==> src/rtl/game_input_ctrl.sv <==
// Board-side input front end for the game core: synchronises switches and buttons,
// debounces and edge-detects the buttons, and drives data/submit/nextLevel/attempts.

module game_input_debounce #(
   parameter int DEBOUNCE_CYCLES = 4
) (
   input  logic clk,
   input  logic rst_n,
   input  logic level,
   output logic rise
);

   localparam logic [7:0] LIMIT = 8'(DEBOUNCE_CYCLES);

   logic [7:0] count;
   logic       stable;
   logic       differs;
   logic       reached;

   assign differs = (level != stable);
   assign reached = differs && ((count + 8'd1) == LIMIT);
   // A press is accepted on the very edge where the stable level flips 0->1.
   assign rise    = reached && !stable;

   // NOTE: sequential state uses non-blocking assignments so every flop samples pre-edge values.
   always_ff @(posedge clk or negedge rst_n) begin
      if (!rst_n) begin
         count  <= 8'd0;
         stable <= 1'b0;
      end else if (!differs) begin
         count <= 8'd0;
      end else if (reached) begin
         stable <= ~stable;
         count  <= 8'd0;
      end else begin
         count <= count + 8'd1;
      end
   end

endmodule

module game_input_ctrl #(
   parameter int DATA_W          = 4,
   parameter int DEBOUNCE_CYCLES = 4,
   parameter int CNT_W           = 8
) (
   input  logic              clk,
   input  logic              rst_n,
   input  logic [DATA_W-1:0] sw_data,
   input  logic              btn_submit_raw,
   input  logic              btn_next_raw,
   output logic [DATA_W-1:0] data,
   output logic              submit,
   output logic              nextLevel,
   output logic [CNT_W-1:0]  attempts,
   output logic              conflict
);

   logic [DATA_W-1:0] sw_meta;
   logic [DATA_W-1:0] sw_sync;
   logic              submit_meta;
   logic              submit_sync;
   logic              next_meta;
   logic              next_sync;
   logic              accept_submit;
   logic              accept_next;
   logic              pending;
   logic              fire_next;

   always_ff @(posedge clk or negedge rst_n) begin
      if (!rst_n) begin
         sw_meta     <= '0;
         sw_sync     <= '0;
         submit_meta <= 1'b0;
         submit_sync <= 1'b0;
         next_meta   <= 1'b0;
         next_sync   <= 1'b0;
      end else begin
         sw_meta     <= sw_data;
         sw_sync     <= sw_meta;
         submit_meta <= btn_submit_raw;
         submit_sync <= submit_meta;
         next_meta   <= btn_next_raw;
         next_sync   <= next_meta;
      end
   end

   game_input_debounce #(.DEBOUNCE_CYCLES(DEBOUNCE_CYCLES)) u_db_submit (
      .clk   (clk),
      .rst_n (rst_n),
      .level (submit_sync),
      .rise  (accept_submit)
   );

   game_input_debounce #(.DEBOUNCE_CYCLES(DEBOUNCE_CYCLES)) u_db_next (
      .clk   (clk),
      .rst_n (rst_n),
      .level (next_sync),
      .rise  (accept_next)
   );

   // Submit wins a tie; the deferred next-level press fires one cycle later.
   assign fire_next = pending | (accept_next & ~accept_submit);

   always_ff @(posedge clk or negedge rst_n) begin
      if (!rst_n) begin
         data      <= '0;
         submit    <= 1'b0;
         nextLevel <= 1'b0;
         conflict  <= 1'b0;
         pending   <= 1'b0;
         attempts  <= '0;
      end else begin
         submit    <= accept_submit;
         nextLevel <= fire_next;
         conflict  <= accept_submit & accept_next;
         pending   <= accept_submit & accept_next;
         if (accept_submit) begin
            data <= sw_sync;
         end
         // Clear-then-increment when a pending nextLevel meets a fresh submit.
         if (fire_next && accept_submit) begin
            attempts <= CNT_W'(1);
         end else if (fire_next) begin
            attempts <= '0;
         end else if (accept_submit && (attempts != '1)) begin
            attempts <= attempts + 1'b1;
         end
      end
   end

endmodule
==> config.mk <==
export PLATFORM = sky130hd
export DESIGN_NAME = game_input_ctrl
export DESIGN_NICKNAME = d
export VERILOG_FILES = /design/src/rtl/game_input_ctrl.sv
export SDC_FILE = /design/constraint.sdc
export NUM_CORES = 1
export LEC_CHECK = 0
export ABC_AREA = 1
export CAP_MARGIN = 25
export CORE_AREA = 2 2 65 67
export CTS_CLUSTER_DIAMETER = 150
export DETAILED_ROUTE_END_ITERATION = 10
export DIE_AREA = 0 0 67 69
export DONT_BUFFER_PORTS = 1
export PLACE_DENSITY = 0.71
export RECOVER_POWER = 25
export SLEW_MARGIN = 40
export SYNTH_ARGS = -nofsm -noshare
export SYNTH_HDL_FRONTEND = slang
export SYNTH_SLANG_ARGS = --single-unit
==> constraint.sdc <==
create_clock -name clk -period 4.9 [get_ports clk]
set_clock_uncertainty 0.2 [all_clocks]
set_input_delay 0.98 -clock clk [delete_from_list [all_inputs] [get_ports clk]]
set_output_delay 0.98 -clock clk [all_outputs]
set_load 0.01 [all_outputs]
After elaboration in Yosys (flattened, before gate mapping)
Cells that the tools add are included.
- $add $sub $neg: 3
- reductions and logical operators: 11
- order comparisons: 0
- bitwise operators: 6
- multiply operators: 0
- mux-type cells: 7
- shift operators: 0
- div/mod/pow operators: 0
- equal/unequal tests: 5
- operators by type and width (operator ; number):
    8-bit two-way mux ; 7
    8-bit by 1-bit adder with 8-bit output (second input constant) ; 3
    8-bit by 3-bit == test with 1-bit output (second input constant) ; 2
    8-bit inequality test (second input constant) ; 1
    1-bit logical AND ; 6
    2-bit AND reduction ; 2
    1-bit inverter ; 3
    3-bit nonzero test ; 1
    1-bit bitwise AND ; 2
    1-bit zero test ; 2
    1-bit inequality test ; 2
    1-bit OR ; 1
- register bits: 45
- memory bits (read-only): 0
- word-level logic and storage cells: 47
- output and inout port bits: 15
- RAM bits: 0
- memories kept: 0
- bits of input ports: 8
- latch bits: 0

Longest topological paths before layout
Gate-level depths: netlist (run 1).
- word-level depth: 9
- gate-level depth with buffers: 12
- gate-level depth less buffers: 12

Hierarchy
A second synthesis (run 1) with hierarchy kept.
- cell total of the unflattened synthesis: 251
- area, all modules: 2177.1 µm²
- by module, submodules not included (module ; instances ; area each (µm²) ; cells each ; seq. area each (µm²)):
    game_input_debounce ; 2 ; 549.3 ; 72 ; 225.2
    game_input_ctrl ; 1 ; 1078.5 ; 107 ; 675.6

Worst setup path before layout (run 1)
Ideal clock, no wire load.
- kind: register to register
- start point: reg u_db_submit.count[0]
- end point: reg attempts[1]
- cell stages (with the launch flop): 10
- arrival: 1.650 ns
- clock period less this slack: 1.923 ns
- data required time: 4.627 ns
- library setup time: 0.073 ns
- slack: 2.977 ns
- path buffers: 0
- cell sequence: dfrtp_1 > ha_1 > nand2_2 > o21ai_2 > nand2_2 > nor2_4 > nand4_4 > nor2_4 > nand2_1 > a21oi_2
- cells in the longest elaborated chain, start to end: 9
- elaborated cells on any way between the ends: 12
- those cells by class: add/sub (1); eq/ne (1); mux (2); bitwise (3); reduce/logical (5)
- ends and longest elaborated chain (what ; line ; text):
    start, declared ; 15 ; logic [7:0] count;
    start signal, assigned ; 36 ; count <= count + 8'd1;
    8-bit by 1-bit adder with 8-bit output * ; 21 ; assign reached = differs && ((count + 8'd1) == LIMIT);
    8-bit by 3-bit == test with 1-bit output * ; 21 ;
    1-bit logical AND * ; 21 ;
    1-bit logical AND * ; 23 ; assign rise = reached && !stable;
    1-bit inverter ; 103 ; assign fire_next = pending | (accept_next & ~accept_submit);
    1-bit bitwise AND ; 103 ;
    1-bit OR ; 103 ;
    8-bit two-way mux or 1-bit logical AND (tied branches) ; 124, 122 ;
    8-bit two-way mux or 3-bit nonzero test (tied branches) ; -- ;
    end signal, assigned ; 127 ; attempts <= attempts + 1'b1;
    end, declared ; 55 ; output logic [CNT_W-1:0] attempts,
Every way passes the cells marked *; elsewhere a longest branch is shown, timed or not.
A chain may end at the register's enable or synchronous reset.

Worst setup path in the final report (run 1)
- start point: reg u_db_submit.count[0]
- end point: reg attempts[6]
Same word-level chain as after synthesis.

==> metrics, run 1 <==
top post-synthesis cells by area=dfrtp_1 50%, nand2_1 14%, inv_1 6.3%; Worst R2R Start=u_db_submit.count[0]; post-CTS setup buffers=0; die width=67 um; Sink Count=45; status=complete, no violations; first-pass GRT wire length=7.162 mm; MaxCap Viol Count=0; largest net degree at the start of global routing=46; vias in the first global route=1665; Hold Path Origin=sw_meta[2]; GRT busiest layer=met2; critical path class=reg -> reg; routed wire length=3.987 mm; number of buffers created by CTS=5; Slew @ Worst Pin=425.2 ps; ys flop type=dfrtp_1; hold buffer count at CTS=0; CTS tree=done; Max FO, Critical Path=10; R2R Path End=attempts[6]; router iterations before antenna repair=4; worst hold path class=reg -> reg; cell count of the worst reg-to-reg path=9; count of final setup violators=0; GPL Wtd Cong=0.8063; Tot GR Track Use=0.2004; initial core utilization=0.5754; Synth area leader=dfrtp_1; async set-reset flop share out of synthesis=1.000; Cells after Synth=281; core area=3914 um2; final worst slack=2693 ps; Fmax=453.0 MHz; Synth Register Bits=45; global routing usage on met1=0.2700; post_cts resized=0; Slew Viols, Final=0; compound-cell area share of the yosys netlist=0.02556; syn_area_per_cell=8.015 um2; share of layout cells above drive strength 1=0.09408; Hold EP=sw_sync[2]; Yosys warnings=0; Layout fillers=369; fin nets=299; Max transition margin=0.7162; CTS max path bufs=2; Yosys top cell area share=0.5000; M2 GR Usage=0.3102; beginning of the critical path=u_db_submit.count[0]; via count=1747; mux cell area share after synthesis=0; htree depth=2; Fin. Hold Viols=0; initial antenna violation count=0; Root Driver=clkbuf_8; I/O pin count=23; hold_ws=151.9 ps; CP Launch Type=flop; worst vdd ir=0.2708 mV; Synth Area in Adders=0.02778; post-synthesis xor/xnor area fraction=0.01944; grt ovf=0; Post-synth EDFFs=0; RSZ-0062 raised after global routing=no; register area share after synthesis=0.5000; fin crit period=2207 ps; M3 GR Usage=0.05057; WL/cell=11.83 um; height of the die=69 um; Iteration-0 DRC Markers=93; Post-DP HPWL=2.904 mm; Clk pin slew, worst setup/hold paths=90 ps; Final ANT Viol Nets=0; antenna diode count=0; row cnt=23; PortBufs=0; post-synthesis cell type count=24; top-count cell post-synth=nand2_1; Skew-Pair Late Insertion Delay=300 ps; LEAKAGE=1.285 nW; average via count per standard cell=5.184; DIE AREA=4623 um2; setup TNS=0 ps; flop-to-flop setup slack=2690 ps; Worst Setup End Kind=flop; Critical Path RT=4940 ps; top cells by count, synth=85 x nand2_1, 45 x dfrtp_1, 38 x inv_1, 37 x nor2_1, 18 x nand3_1; main combinational cell family by area after synthesis=simple AND/OR/NAND/NOR gates; fin crit share=0.4505; Cell Area, Synth=2252 um2; pwr/cell area=361.0 nW/um2; post-synthesis net count=294; drt drc=0; Hold Path Depth=0; Area Growth Syn to Fin=7.444%; crit path DAT=2250 ps; Place WS=2709 ps; Synth Area in Simple Gates=0.3556
-- sequential cells by signal (all words and copies together) (netlist names) --
register	flops
attempts	8
u_db_next.count	8
u_db_submit.count	8
data	4
sw_meta	4
sw_sync	4
nextLevel	1
next_meta	1
next_sync	1
pending	1
submit	1
submit_meta	1
submit_sync	1
u_db_next.stable	1
u_db_submit.stable	1
-- how the worst max path moves through the flow --
stage | slack (ps) | to
3_5_place_dp | 2710 | attempts[1]
2_1_floorplan | 2980 | attempts[1]
6_report | 2690 | attempts[6]
3_3_place_gp | 2730 | attempts[2]
5_1_grt | 2500 | attempts[2]
4_1_cts | 2690 | attempts[1]
-- cell families (layout without fill, tap and decap cells) --
group                    after synthesis  after routing
AO/OA/AOI/OAI                         10             10
XOR/XNOR                               5              5
adder cells (fa/ha/maj)                5              5
buffers and inverters                 42             48
flip-flops                            45             45
AND/OR/NAND/NOR                      174            174
-- routing by layer --
layer	up-vias	routed length, um
met2	35	1798
met1	812	1944
li1	893	-
met3	7	179
met4	0	64
met5	-	0
-- metrics by stage --
step           std cells  total power [mW]    util  instance area, um2
6_report             337            0.8736  0.6183                2420
3_3_place_gp         329            0.5885  0.5886                2303
4_1_cts              337            0.8829  0.6183                2420
5_1_grt              337            0.9288  0.6183                2420
2_1_floorplan        281            0.5631       -                2252
3_5_place_dp         329            0.5907  0.5886                2303
-- report_power, final --
part | leakage [nW] | internal, mW | switching, mW
Clock | 0.0591 | 0.156 | 0.135
Sequential | 0.593 | 0.410 | 0.0534
Combinational | 0.634 | 0.0443 | 0.0757
Total | 1.29 | 0.610 | 0.264
-- worst max-delay path, cell delays in order (launching register included) --
cell and delay, ps:
dfrtp_1 460, ha_1 320, nand2_2 120, o21ai_2 180, nand2_2 80, nor2_4 160
nand4_4 200, nand2_2 230, nand4_1 120, nand2_1 90
-- final cells by class --
| class | count | area, um2 | share of cell area |
|---|---|---|---|
| Tap cell | 50 | 62.56 | 0.02585 |
| Inverter | 40 | 150.1 | 0.06205 |
| Clock inverter | 3 | 47.55 | 0.01965 |
| Sequential cell | 45 | 1126 | 0.4654 |
| Multi-Input combinational cell | 194 | 964.7 | 0.3987 |
| Clock buffer | 5 | 68.82 | 0.02844 |
-- layout by cell type (no fill, tap or decap) --
cell type	synthesis	layout
nand2_2	8	8
inv_1	38	38
nand3_2	1	1
a21oi_1	4	4
inv_2	2	2
nor2_4	3	3
a21oi_2	1	1
dfrtp_1	45	45
or2_2	1	1
nand3_1	18	18
nand4_2	1	1
inv_6	0	2
o21ai_1	1	1
ha_1	5	5
nand2_1	85	85
nand3b_1	1	1
clkbuf_8	0	5
bufinv_16	0	1
nor2_1	37	37
o21ai_0	3	3
o21ai_2	1	1
nand4_4	1	1
xor2_1	5	5
nor3_1	1	1
nand4_1	17	17
Note: power is estimated with default switching activity, not from simulation.
==> inputs of run 2 (changes only) <==
==> constraint.sdc (replaced) <==
create_clock -name clk -period 2.1 [get_ports clk]
set_clock_uncertainty 0.2 [all_clocks]
set_input_delay 0.42 -clock clk [delete_from_list [all_inputs] [get_ports clk]]
set_output_delay 0.42 -clock clk [all_outputs]
set_load 0.01 [all_outputs]
==> run 2 against run 1 <==
  * Via count increased by 3.1%
  * Clock power increased by 140%
  * Hold slack gained 6.3 ps
==> metrics, run 2 (synthesized netlist as in run 1, its figures left out) <==
routed wl met3=192 um; final worst slack=139.8 ps; htree depth=2; drt drc=0; share of layout cells above drive strength 1=0.1513; Slew Viols, Final=0; Critical Path RT=2090 ps; Tot GR Track Use=0.2099; LEAKAGE=1.370 nW; fin crit period=1960 ps; vias in the first global route=1630; Fmax=510.1 MHz; hold_ws=158.3 ps; router iterations before antenna repair=4; Post-DP HPWL=2.923 mm; first-pass GRT wire length=7.396 mm; Layout fillers=323; Total Power=2.179 mW; CP Launch Type=flop; placed cells=337; non-filler instance count after layout=354; Skew-Pair Late Insertion Delay=310 ps; Setup crit end=attempts[5]; most frequent cells in the layout=83 x nand2_1, 43 x dfrtp_1, 38 x inv_1; fin crit share=0.9334; die width=67 um; core area=3914 um2; Top Registers=attempts (8), u_db_next.count (8), u_db_submit.count (8); PortBufs=0; WP buf/inv=1; CTS max path bufs=2; I/O pin count=23; crit-path cells=ha_4 -> nand2_4 -> inv_1 -> nand3_1 -> nand2_1 -> nand3_1 -> nor3_1 -> nand2_2 -> nand4_1 -> nand2_1; cell family with most CP delay=simple AND/OR/NAND/NOR gates; setup TNS=0 ps; Fin. Hold Viols=0; pwr/cell area=835.6 nW/um2; Area after DPL=2364 um2; multi-input logic area=1007 um2; Max FO, Critical Path=7; flip-flop and latch area=1129 um2; worst hold path class=reg -> reg; R2R Path End=attempts[5]; Met1 Wirelength=2.044 mm; flop-to-flop setup slack=140 ps; utilization after layout=0.6662; Crit path largest cell delay=440 ps; Sink Count=45; Iteration-0 DRC Markers=109; beginning of the critical path=u_db_next.count[0]; via count=1802; average via count per standard cell=5.090; initial core utilization=0.5754; MaxCap Viol Count=0; grt ovf=0; antenna diode count=0; Worst Setup End Kind=flop; Worst R2R Start=u_db_next.count[0]; Top Metal Used=met4; number of buffers created by CTS=5; WL met2=1.934 mm; status=complete, no violations; largest net degree at the start of global routing=46; crit path DAT=1950 ps; WL/cell=12.00 um; height of the die=69 um; cell count of the worst reg-to-reg path=10; critical path class=reg -> reg; fin nets=316; Clk pin slew, worst setup/hold paths=100 ps; routed wire length=4.247 mm; most common cell after layout, fill and taps aside=nand2_1; CTS tree=done; Final Cell Area=2608 um2; cell depth of the worst setup path=10; GPL Wtd Cong=0.7958; Max transition margin=0.2818; count of final setup violators=0; DIE AREA=4623 um2; CP max-delay cell=dfrtp_1; worst vdd ir=0.6659 mV; Place WS=48.32 ps; row cnt=23; Area Growth Syn to Fin=15.78%; Final ANT Viol Nets=0; Root Driver=clkbuf_8; Slew @ Worst Pin=1077 ps; initial antenna violation count=0
==> run 2: final cells by class <==
| type | count | share of cell area |
|---|---|---|
| clock buffers | 5 | 0.02639 |
| clock inverters | 3 | 0.01823 |
| inverters | 40 | 0.05758 |
| multi-input cells | 194 | 0.3863 |
| flip-flops and latches | 45 | 0.4328 |
| well taps | 50 | 0.02399 |
| repair buffers | 17 | 0.05470 |
==> run 2: worst min-delay path by stage <==
stage,startpoint,to,depth (start not counted),slack [ps]
6_report,sw_meta[2],sw_sync[2],0,160
5_1_grt,sw_meta[0],sw_sync[0],0,170
2_1_floorplan,rst_n,attempts[0],0,-80
3_5_place_dp,rst_n,sw_meta[3],0,-70
4_1_cts,sw_meta[0],sw_sync[0],0,160
3_3_place_gp,rst_n,sw_sync[1],0,-70
==> run 2: where the power goes <==
group	switching, mW	internal, mW	leakage (nW)
Clock	0.329	0.363	0.0591
Combinational	0.254	0.173	0.722
Sequential	0.101	0.958	0.590
Total	0.684	1.49	1.37
==> run 2: repair_timing <==
item                       CTS  global route
resized for setup            0            14
hold buffers                 8             0
setup endpoints to repair    0            10
buffers inserted             0             1
hold endpoints to repair    51             0
==> run 2: routing by layer <==
layer,global-route usage,vias up
met4,0.07483,0
li1,-,926
met3,0.04894,5
met1,0.3022,835
met2,0.3091,36
met5,0,-
==> inputs of run 3 (changes only) <==
--- a/config.mk
+++ b/config.mk
@@ -8,6 +8,7 @@
 export ABC_AREA = 1
 export CAP_MARGIN = 25
 export CORE_AREA = 2 2 65 67
+export CTS_BUF_LIST = sky130_fd_sc_hd__clkbuf_4
 export CTS_CLUSTER_DIAMETER = 150
 export DETAILED_ROUTE_END_ITERATION = 10
 export DIE_AREA = 0 0 67 69
==> run 3 against run 2 <==
  * Power shrank 3.7%
  * Fmax shrank 2.4%
  * Sequential power is essentially flat
  * Routed wire length grew 4.0%
  * Flip-flop and latch count is the same
==> metrics, run 3 (synthesized netlist as in run 1, its figures left out) <==
count of final setup violators=0; Hold EP=sw_sync[2]; pwr/cell area=797.9 nW/um2; Fin. Hold Viols=0; LEAKAGE=1.360 nW; most frequent cells in the layout=83 x nand2_1, 43 x dfrtp_1, 38 x inv_1; Total Power=2.099 mW; Max transition margin=0.2696; grt ovf=0; GPL Wtd Cong=0.7958; Tot GR Track Use=0.2080; worst hold path class=reg -> reg; Skew-Pair Late Insertion Delay=370 ps; initial antenna violation count=0; drt drc=0; setup TNS=0 ps; RSZ-0062 raised after global routing=yes; critical path class=reg -> reg; via count=1818; Worst Setup End Kind=flop; Clk pin slew, worst setup/hold paths=140 ps; cell count of the worst reg-to-reg path=11; fin crit share=0.9561; Final ANT Viol Nets=0; share of layout cells above drive strength 1=0.1770; largest net degree at the start of global routing=46; Slew @ Worst Pin=1096 ps; Slew Viols, Final=0; Fmax=498.1 MHz; R2R Path End=attempts[7]; first-pass GRT wire length=7.389 mm; status=complete, no violations; htree depth=2; CP Launch Type=flop; Iteration-0 DRC Markers=132; Max FO, Critical Path=7; Hold Path Depth=0; Area Growth Syn to Fin=16.83%; worst vdd ir=0.6543 mV; Sink Count=45; Root Driver=clkbuf_4; number of buffers created by CTS=5; fin nets=317; height of the die=69 um; fin crit period=2008 ps; Top Registers=attempts (8), u_db_next.count (8), u_db_submit.count (8); row cnt=23; antenna diode count=0; routed wire length=4.416 mm; core area=3914 um2; Hold Path Origin=sw_meta[2]; Worst R2R Start=u_db_next.count[1]; initial core utilization=0.5754; CTS max path bufs=2; most common cell after layout, fill and taps aside=nand2_1; Critical Path RT=2170 ps; vias in the first global route=1646; flop-to-flop setup slack=90 ps; utilization after layout=0.6723; I/O pin count=23; die width=67 um; WL/cell=12.44 um; router iterations before antenna repair=4; PortBufs=0; Post-DP HPWL=2.923 mm; DIE AREA=4623 um2; CTS tree=done; crit path DAT=2080 ps; MaxCap Viol Count=0; average via count per standard cell=5.121
run 3: through the flow:
| stage | std cells | setup slack, ps | instance area [um2] | hold WS, ps |
|---|---|---|---|---|
| 6_report | 355 | 92.26 | 2631 | 168.3 |
| 5_1_grt | 355 | -15.00 | 2631 | 180.9 |
| 4_1_cts | 354 | 14.09 | 2554 | 171.5 |
| 3_5_place_dp | 337 | 48.32 | 2364 | -74.95 |
| 3_3_place_gp | 337 | 58.39 | 2364 | -74.94 |
| 2_1_floorplan | 281 | 177.3 | 2252 | -75.59 |
run 3: repair_timing:
item	CTS	global route
gates resized for setup	0	23
endpoints found under the setup margin	5	10
hold endpoints to repair	51	0
pin swaps	0	9
buffers inserted	1	2
hold buffers	8	0
run 3: worst max-delay path, stage by stage (launching register included):
cell and delay [ps]:
dfrtp_2 470, buf_4 160, nand2_1 130, nor2_4 60, nand2_1 80, nand2_2 70, nor2_1 120, nand3_2 90
nor3_2 190, nand2_2 150, nand4_1 110, nand2_1 60
run 3: report_power, final:
part	internal, mW	total [mW]	switching (mW)
Combinational	0.185	0.464	0.279
Clock	0.259	0.572	0.313
Sequential	0.958	1.06	0.105
Total	1.40	2.10	0.697
run 3: final cells by class:
| class | count | area, um2 |
|---|---|---|
| Clock buffer | 5 | 37.54 |
| Multi-Input combinational cell | 194 | 1055 |
| Tap cell | 50 | 62.56 |
| Clock inverter | 3 | 47.55 |
| Fill cell | 323 | 1282 |
| Inverter | 40 | 150.1 |
| Sequential cell | 45 | 1129 |
| Timing Repair Buffer | 18 | 150.1 |
run 3: worst max-delay path by stage:
stage	from	end	slack [ps]	depth (start not counted)
global route	u_db_next.count[1]	attempts[3]	-10	12
global placement	u_db_next.count[0]	attempts[2]	60	12
finish	u_db_next.count[1]	attempts[7]	90	11
detailed placement	u_db_next.count[0]	attempts[7]	50	11
CTS	u_db_next.count[1]	attempts[6]	10	12
floorplan	u_db_submit.count[0]	attempts[1]	180	9
run 3: metal layers:
metal	up-vias	GRT usage	wire length, um
met5	-	0	0
met4	0	0.05442	51
met3	5	0.05873	173
met2	26	0.3212	2109
met1	853	0.2873	2082
li1	934	-	-
